--- config.mk ---
export PLATFORM = sky130hd
export DESIGN_NAME = serial_subtractor_flat
export DESIGN_NICKNAME = d
export VERILOG_FILES = /design/src/rtl/serial_subtractor_pkg.sv /design/src/rtl/serial_subtractor_if.sv /design/src/rtl/serial_subtractor_full_subtractor.sv /design/src/rtl/serial_subtractor.sv /design/src/flat_wrapper.sv
export SDC_FILE = /design/constraint.sdc
export NUM_CORES = 1
export LEC_CHECK = 0
export CORE_ASPECT_RATIO = 2
export CORE_UTILIZATION = 42
export CTS_CLUSTER_DIAMETER = 30
export CTS_CLUSTER_SIZE = 28
export DETAILED_ROUTE_END_ITERATION = 7
export DONT_BUFFER_PORTS = 1
export PLACE_DENSITY_LB_ADDON = 0.3
export REMOVE_ABC_BUFFERS = 1
export SETUP_SLACK_MARGIN = 0.05
export SKIP_LAST_GASP = 1
export SYNTH_ARGS = -nofsm -noshare
export SYNTH_HDL_FRONTEND = slang
export SYNTH_SLANG_ARGS = --single-unit
--- constraint.sdc ---
create_clock -name clk -period 1.7 [get_ports clk]
set_input_delay 0.255 -clock clk [delete_from_list [all_inputs] [get_ports clk]]
set_output_delay 0.255 -clock clk [all_outputs]
set_load 0.01 [all_outputs]
--- src/rtl/serial_subtractor_pkg.sv ---
// Shared types and sizing helpers for the bit-serial subtractor.
// Imported by the interface, the top level and its sub-module.
package serial_sub_pkg;

   localparam int DEFAULT_WIDTH = 8;

   typedef enum logic [1:0] {
      IDLE  = 2'b00,
      SHIFT = 2'b01,
      DONE  = 2'b10
   } state_t;

   // A 1-bit counter is still needed at the smallest legal width, so $clog2 is floored at 1.
   function automatic int cntWidth(input int width);
      return (width < 2) ? 1 : $clog2(width);
   endfunction

endpackage

--- src/rtl/serial_subtractor_if.sv ---
// Start/done request bus between a controller (master) and the serial subtractor (slave).
// Operands travel with start; the result and flags come back with done.
interface serial_subtractor_if
   import serial_sub_pkg::*;
#(
   parameter int WIDTH = DEFAULT_WIDTH
);

   logic             start;
   logic [WIDTH-1:0] a;
   logic [WIDTH-1:0] b;
   logic             b_in;
   logic             busy;
   logic             done;
   logic [WIDTH-1:0] diff;
   logic             b_out;
   logic             ovf;

   modport master (
      output start,
      output a,
      output b,
      output b_in,
      input  busy,
      input  done,
      input  diff,
      input  b_out,
      input  ovf
   );

   modport slave (
      input  start,
      input  a,
      input  b,
      input  b_in,
      output busy,
      output done,
      output diff,
      output b_out,
      output ovf
   );

endinterface

--- src/rtl/serial_subtractor_full_subtractor.sv ---
// One-bit combinational subtractor cell: x - y - bin = d - 2*bout.
// The borrow chain of the serial subtractor is built by reusing this cell over time.
module full_subtractor (
   input  logic x,
   input  logic y,
   input  logic bin,
   output logic d,
   output logic bout
);

   logic w_xorXy;

   assign w_xorXy = x ^ y;
   assign d       = w_xorXy ^ bin;
   assign bout    = (~x & y) | (~w_xorXy & bin);

endmodule

--- src/rtl/serial_subtractor.sv ---
// Bit-serial two's-complement subtractor: diff = a - b - b_in, one bit per clock, LSB first.
// A start/done handshake wraps the shift loop; results hold until the next operation completes.
module serial_subtractor
   import serial_sub_pkg::*;
#(
   parameter int WIDTH = DEFAULT_WIDTH
) (
   input logic               clk,
   input logic               rst,
   serial_subtractor_if.slave bus
);

   localparam int CNT_W = cntWidth(WIDTH);

   state_t             r_state;
   logic [WIDTH-1:0]   r_aShift;
   logic [WIDTH-1:0]   r_bShift;
   logic               r_borrow;
   logic [CNT_W-1:0]   r_count;
   logic [WIDTH-1:0]   r_diff;
   logic               r_bOut;
   logic               r_ovf;

   logic               w_diffBit;
   logic               w_borrowNext;
   logic               w_lastBit;
   logic               w_accept;
   logic [WIDTH-1:0]   w_resultNext;

   full_subtractor u_cell (
      .x    (r_aShift[0]),
      .y    (r_bShift[0]),
      .bin  (r_borrow),
      .d    (w_diffBit),
      .bout (w_borrowNext)
   );

   assign w_lastBit = (r_count == CNT_W'(WIDTH - 1));
   assign w_accept  = bus.start && (r_state != SHIFT);

   // The minuend register doubles as the result register: each consumed a bit frees the MSB slot.
   assign w_resultNext = {w_diffBit, r_aShift[WIDTH-1:1]};

   // State, operand shifting and result capture; reset wins over everything, including start.
   always_ff @(posedge clk) begin
      if (rst) begin
         r_state  <= IDLE;
         r_aShift <= '0;
         r_bShift <= '0;
         r_borrow <= 1'b0;
         r_count  <= '0;
         r_diff   <= '0;
         r_bOut   <= 1'b0;
         r_ovf    <= 1'b0;
      end else begin
         unique case (r_state)
            IDLE, DONE: begin
               if (w_accept) begin
                  r_aShift <= bus.a;
                  r_bShift <= bus.b;
                  r_borrow <= bus.b_in;
                  r_count  <= '0;
                  r_state  <= SHIFT;
               end else begin
                  r_state  <= IDLE;
               end
            end
            SHIFT: begin
               r_aShift <= w_resultNext;
               r_bShift <= {1'b0, r_bShift[WIDTH-1:1]};
               r_borrow <= w_borrowNext;
               r_count  <= r_count + 1'b1;
               // Overflow compares the borrow into the MSB cell with the borrow out of it.
               if (w_lastBit) begin
                  r_diff  <= w_resultNext;
                  r_bOut  <= w_borrowNext;
                  r_ovf   <= r_borrow ^ w_borrowNext;
                  r_state <= DONE;
               end
            end
            default: begin
               r_state <= IDLE;
            end
         endcase
      end
   end

   assign bus.busy  = (r_state == SHIFT);
   assign bus.done  = (r_state == DONE);
   assign bus.diff  = r_diff;
   assign bus.b_out = r_bOut;
   assign bus.ovf   = r_ovf;

endmodule
--- src/flat_wrapper.sv ---
// flat-port wrapper written by rule: the top's interface ports become plain ports
module serial_subtractor_flat import serial_sub_pkg::*;
#(
   parameter int WIDTH = DEFAULT_WIDTH
)
  (clk, rst, bus_start, bus_a, bus_b, bus_b_in, bus_busy, bus_done, bus_diff, bus_b_out, bus_ovf);
  serial_subtractor_if #(.WIDTH(WIDTH)) bus_i ();
  input logic clk;
  input logic rst;
  input wire logic [$bits(bus_i.start)-1:0] bus_start;
  input wire logic [$bits(bus_i.a)-1:0] bus_a;
  input wire logic [$bits(bus_i.b)-1:0] bus_b;
  input wire logic [$bits(bus_i.b_in)-1:0] bus_b_in;
  output wire logic [$bits(bus_i.busy)-1:0] bus_busy;
  output wire logic [$bits(bus_i.done)-1:0] bus_done;
  output wire logic [$bits(bus_i.diff)-1:0] bus_diff;
  output wire logic [$bits(bus_i.b_out)-1:0] bus_b_out;
  output wire logic [$bits(bus_i.ovf)-1:0] bus_ovf;
  assign bus_i.start = bus_start;
  assign bus_i.a = bus_a;
  assign bus_i.b = bus_b;
  assign bus_i.b_in = bus_b_in;
  assign bus_busy = bus_i.busy;
  assign bus_done = bus_i.done;
  assign bus_diff = bus_i.diff;
  assign bus_b_out = bus_i.b_out;
  assign bus_ovf = bus_i.ovf;
  serial_subtractor #(.WIDTH(WIDTH)) u_core (.clk(clk), .rst(rst), .bus(bus_i));
endmodule
# --- Yosys cells after proc, flatten, opt, wreduce, memory -nomap -nowiden ---
# Cells that the tools add are included.
totals:
  register_bits: 32
  latchBits: 0
  ram_bits: 0
  romBits: 0
  input_bits: 20
  output_inout_bits: 12
  elab_cells: 40
  mem_count: 0
op_classes:
  n_addsub: 1
  n_mul: 0
  div: 0
  order_cmp: 0
  eq_ne: 6
  shift: 0
  n_mux: 11
  bitwise: 8
  reduce_logical: 6
op_table:
  columns: ["op", "count"]
  rows:
  - ["case mux 8 bit (2 select lines)", 2]
  - ["2-to-1 mux 8 bit", 2]
  - ["!= test 2 x 1 -> 1 bit, second input constant", 3]
  - ["case mux 3 bit (2 select lines)", 1]
  - ["case mux 2 bit (2 select lines)", 1]
  - ["AND reduction 2 bit", 2]
  - ["adder 3 x 1 -> 3 bit, second input constant", 1]
  - ["== test 3 bit, second input constant", 1]
  - ["2-to-1 mux 3 bit", 1]
  - ["bitwise XOR 1 bit", 3]
  - ["AND 1 bit", 2]
  - ["== test 2 x 1 -> 1 bit, second input constant", 1]
  - ["== test 2 bit, second input constant", 1]
  - ["zero test 2 bit", 1]
  - ["2-to-1 mux 1 bit", 2]
  - ["2-to-1 mux 2 bit", 1]
  - ["inverter 1 bit", 2]
  - ["case mux 1 bit (2 select lines)", 1]
  - ["nonzero test 2 bit", 1]
  - ["OR reduction 2 bit", 1]
  - ["logical AND 1 bit", 1]
  - ["OR 1 bit", 1]

# --- Logic depth before layout (Yosys ltp) ---
depth:
  word_depth: 5
  mapped_depth: 6
  ltp_nobuf: 5

# --- Modules after synthesis ---
# From an unflattened synthesis, not the netlist that was laid out.
unflattened:
  cells_unflattened: 147
  hier_area_um2: 1345.0
modules_own_cells:
  columns: ["mod", "n_inst", "cells_per_inst", "area_each_um2", "seq_area_each_um2"]
  rows:
  - ["serial_subtractor", 1, 143, 1313.8, 640.6]
  - ["full_subtractor", 1, 4, 31.3, 0.0]

# --- Worst setup path before layout ---
# Ideal clock, no wire load.
synth_timing:
  kind: "register to register"
  startpoint: "register u_core.r_count[0]"
  endpoint: "register u_core.r_bOut (netlist: u_core.bus.b_out)"
  setup_time_ns: 0.086
  arrival_time_ns: 1.215
  required_ns: 1.614
  slack_ns: 0.399
  path_stages_with_launch: 6
  n_path_buf: 1
  period_less_slack_ns: 1.301
  path_cell_list: "dfxtp_1 ha_1 ha_1 and3b_1 buf_2 a211oi_1"
synth_via:
  elab_chain_len: 2
synth_rtl:
  columns: ["item", "line_no", "source"]
  rows:
  - ["start, declared", "serial_subtractor.sv:19", "logic [CNT_W-1:0] r_count;"]
  - ["start signal, assigned", "serial_subtractor.sv:72", "r_count <= r_count + 1'b1;"]
  - ["== test 3 bit", "serial_subtractor.sv:38", "assign w_lastBit = (r_count == CNT_W'(WIDTH - 1));"]
  - ["AND reduction 2 bit (no source line)", null, null]
  - ["end signal, assigned", "serial_subtractor.sv:76", "r_bOut <= w_borrowNext;"]
  - ["end, declared", "serial_subtractor.sv:21", "logic r_bOut;"]
# No other way between the ends.
# A chain may end at the register's enable or synchronous reset.

# --- Worst setup path in the final report ---
# Same ends and word-level chain as after synthesis.

==> results.md <==
* Outcome: complete, no violations
* IR drop worst, VDD at 0.571 mV
* Starting Density at 0.437
* Worst path arrival time at 1620 ps
* Worst R2R Start: u_core.r_count[0]
* DR WL/cell at 14.6 um
* Clock Latency Late Sink at 280 ps
* IO Pins at 32
* Total power at 1.53 mW
* Switching Share at 0.256
* Final setup violating endpoints at 0
* Register area share after synthesis at 0.464
* DR vias/cell at 5.61
* Diodes inserted at 0
* CTS tree: done
* Crit. path cell count at 5
* RePlAce Congestion at 0.695
* # hold bufs at CTS at 0
* CP Class: reg -> reg
* Final WL at 2820 um
* Post-Synthesis Cell Area at 0.00138 mm2
* Sequential Power Share at 0.536
* Hold path startpoint: rst
* Worst Path Required at 1900 ps
* Setup Buffers After CTS at 0
* Die Y-Extent at 83.1 um
* Drt initial violations at 34
* Via count at 1082
* PnR worst setup slack at 280 ps
* Pleak at 0.517 nW
* Top post-synthesis cells by count: 50 x nand2_1, 32 x dfxtp_1, 18 x nor2_1
* Crit-path max cell delay at 390 ps
* CTS root buf: clkbuf_8
* Post-synth top flop: dfxtp_1
* Dominant cell type by area after synthesis: dfxtp_1
* Critical Path, Cell by Cell: ha_1 -> ha_1 -> and3b_1 -> nor2_1 -> a211oi_1
* GR Overflow Total at 0
* Deepest clock path buffer count at 2
* Startpoint types: register
* FMAX at 704 MHz
* Slew @ Worst Pin at 410 ps
* Htree depth at 2
* Int Pwr at 1.14 mW
* Port Buf Inserts at 0
* EDFF count, synth at 0
* Max Cap Viol at 0
* Gate power share at 0.110
* # fillers at 339
* Fraction of layout cells with a size suffix above 1 at 0.105
* Placement Cell Area at 0.00138 mm2
* Core footprint at 0.00316 mm2
* Post-CTS sizing at 0
* Power Density at 1060 mW/mm2
* Clock Power Share at 0.354
* Die width at 42.5 um
* Count leader, synth: nand2_1
* Largest net degree at the start of global routing at 33
* Reg2Reg Setup Slack at 280 ps
* Top post-synthesis cells by area: dfxtp_1 46%, nand2_1 14%, a311oi_2 6.5%
* Top delay family on crit path: simple AND/OR/NAND/NOR gates
* Total Die Area at 0.00353 mm2
* Hold path depth at 1
* Max-slew headroom at 0.726
* WP buf/inv at 0
* Switching power at 0.392 mW
* Routed Antenna Nets at 0
* GR Util All Layers at 0.176
* Detailed Place HPWL at 1970 um
* Most used cell, CP: ha_1
* Hold Crit Class: in -> reg
* Clock Skew at 9.37 ps
* Warnings, synthesis at 0
* Core Rows at 29
* Crit share post-route at 0.835
* Area grow syn2layout at 5.26%
* RSZ-0062 raised after global routing: false
* Number of library cell types mapped by synthesis at 26
* Residual DRC count at 0
* Reg2Reg Depth at 5
* Setup TNS at 0 ps
* Design area at 0.00145 mm2
* Final nets at 185
* CP max FO at 11
* Yosys top cell area share at 0.464
* Critical Path End Type: register
* Clock transition at the registers of the reported paths at 70 ps
* Placement Setup Slack at 251 ps
* TritonRoute pass-1 iters at 3
* First-pass GRT wire length at 4730 um
* Final min period at 1420 ps
* Gate Count Post-Synth at 163
* Hold Path Sink: u_core.r_count[2]
* Final hold violation count at 0
* # clock sinks at 32
* Slowest cell on crit path: and3b_1
* Antenna violations before repair at 0
* Yosys reg bits at 32
* Number of global-route vias before repair at 1040
* Pins Over Slew Limit at 0
* Avg Cell Area, Syn at 8.47 um2
* R2r endpoint: u_core.bus.b_out
* Synth async-reset ratio at 0
* CTS Buf Count at 5
## through the flow
step	hold WS [ps]	instances	utilization
4_1_cts	31.1	193	0.460
5_1_grt	26.6	193	0.460
2_1_floorplan	323	151	-
3_3_place_gp	328	186	0.436
3_5_place_dp	329	186	0.436
6_report	40.8	193	0.460
## worst max-delay path by stage
stage | start | end | slack, ps
after CTS | u_core.r_count[0] | u_core.bus.b_out | 250
final | u_core.r_count[0] | u_core.bus.b_out | 280
after global routing | u_core.r_count[0] | u_core.bus.b_out | 80
after floorplan | u_core.r_state[0] | u_core.r_aShift[0] | 220
after global placement | u_core.r_count[0] | u_core.bus.b_out | 340
after detailed placement | u_core.r_count[0] | u_core.bus.b_out | 250
## kinds of logic (layout without fill, tap and decap cells)
family | after synthesis | count (layout) | synth area share
and+or+nand+nor | 80 | 80 | 0.238
DFF | 32 | 32 | 0.464
AOI/OAI and AO/OA | 31 | 31 | 0.187
buffers and inverters | 15 | 14 | 0.0653
adders and majority gates | 3 | 3 | 0.0326
xor gates and xnor gates | 1 | 1 | 0.00635
muxes | 1 | 1 | 0.00725
## layout by cell type, fill, tap and decap left out, drive strengths merged
cell     netlist  final
a211oi         1      1
a21oi         13     13
a2bb2oi        1      1
a311oi        15     15
and3b          1      1
buf           10      4
clkbuf         2      6
clkinv         0      1
dfxtp         32     32
fa             1      1
ha             2      2
inv            3      3
mux2i          1      1
nand2         50     50
nand2b         3      3
nand3          4      4
nand3b         1      1
nor2          18     18
nor2b          2      2
nor3           1      1
o21a           1      1
xnor2          1      1
## power by group through the flow
stage | Clock [mW] | Sequential (mW) | Combinational (mW)
2_1_floorplan | 0 | 0.830 | 0.129
3_5_place_dp | 0 | 0.838 | 0.169
4_1_cts | 0.557 | 0.822 | 0.170
6_report | 0.544 | 0.822 | 0.168
3_3_place_gp | 0 | 0.836 | 0.163
5_1_grt | 0.593 | 0.828 | 0.186
## per-layer routing
layer / wire, um / up-vias / global-route usage / share of wire
li1: - / 546 / - / -
met1: 1200 / 508 / 0.191 / 0.43
met2: 1460 / 23 / 0.299 / 0.52
met3: 114 / 5 / 0.0587 / 0.040
met4: 42 / 0 / 0.0767 / 0.015
met5: 0 / - / 0 / 0
## cell type report
class	instances	area (um2)	share of cell area
inverters	3	16.3	0.0112
well taps	31	38.8	0.0267
clock inverters	1	5.00	0.00345
multi-input cells	116	649	0.447
clock buffers	6	72.6	0.0500
flip-flops and latches	32	641	0.441
repair buffers	4	30.0	0.0207
## registers in the layout, summed over array words and instances (netlist names)
name / count
u_core.bus.diff: 8
u_core.bus.ovf: 1
u_core.r_state: 2
u_core.r_borrow: 1
u_core.r_aShift: 8
u_core.bus.b_out: 1
u_core.r_count: 3
u_core.r_bShift: 8
Power figures use the tool's default switching activity.
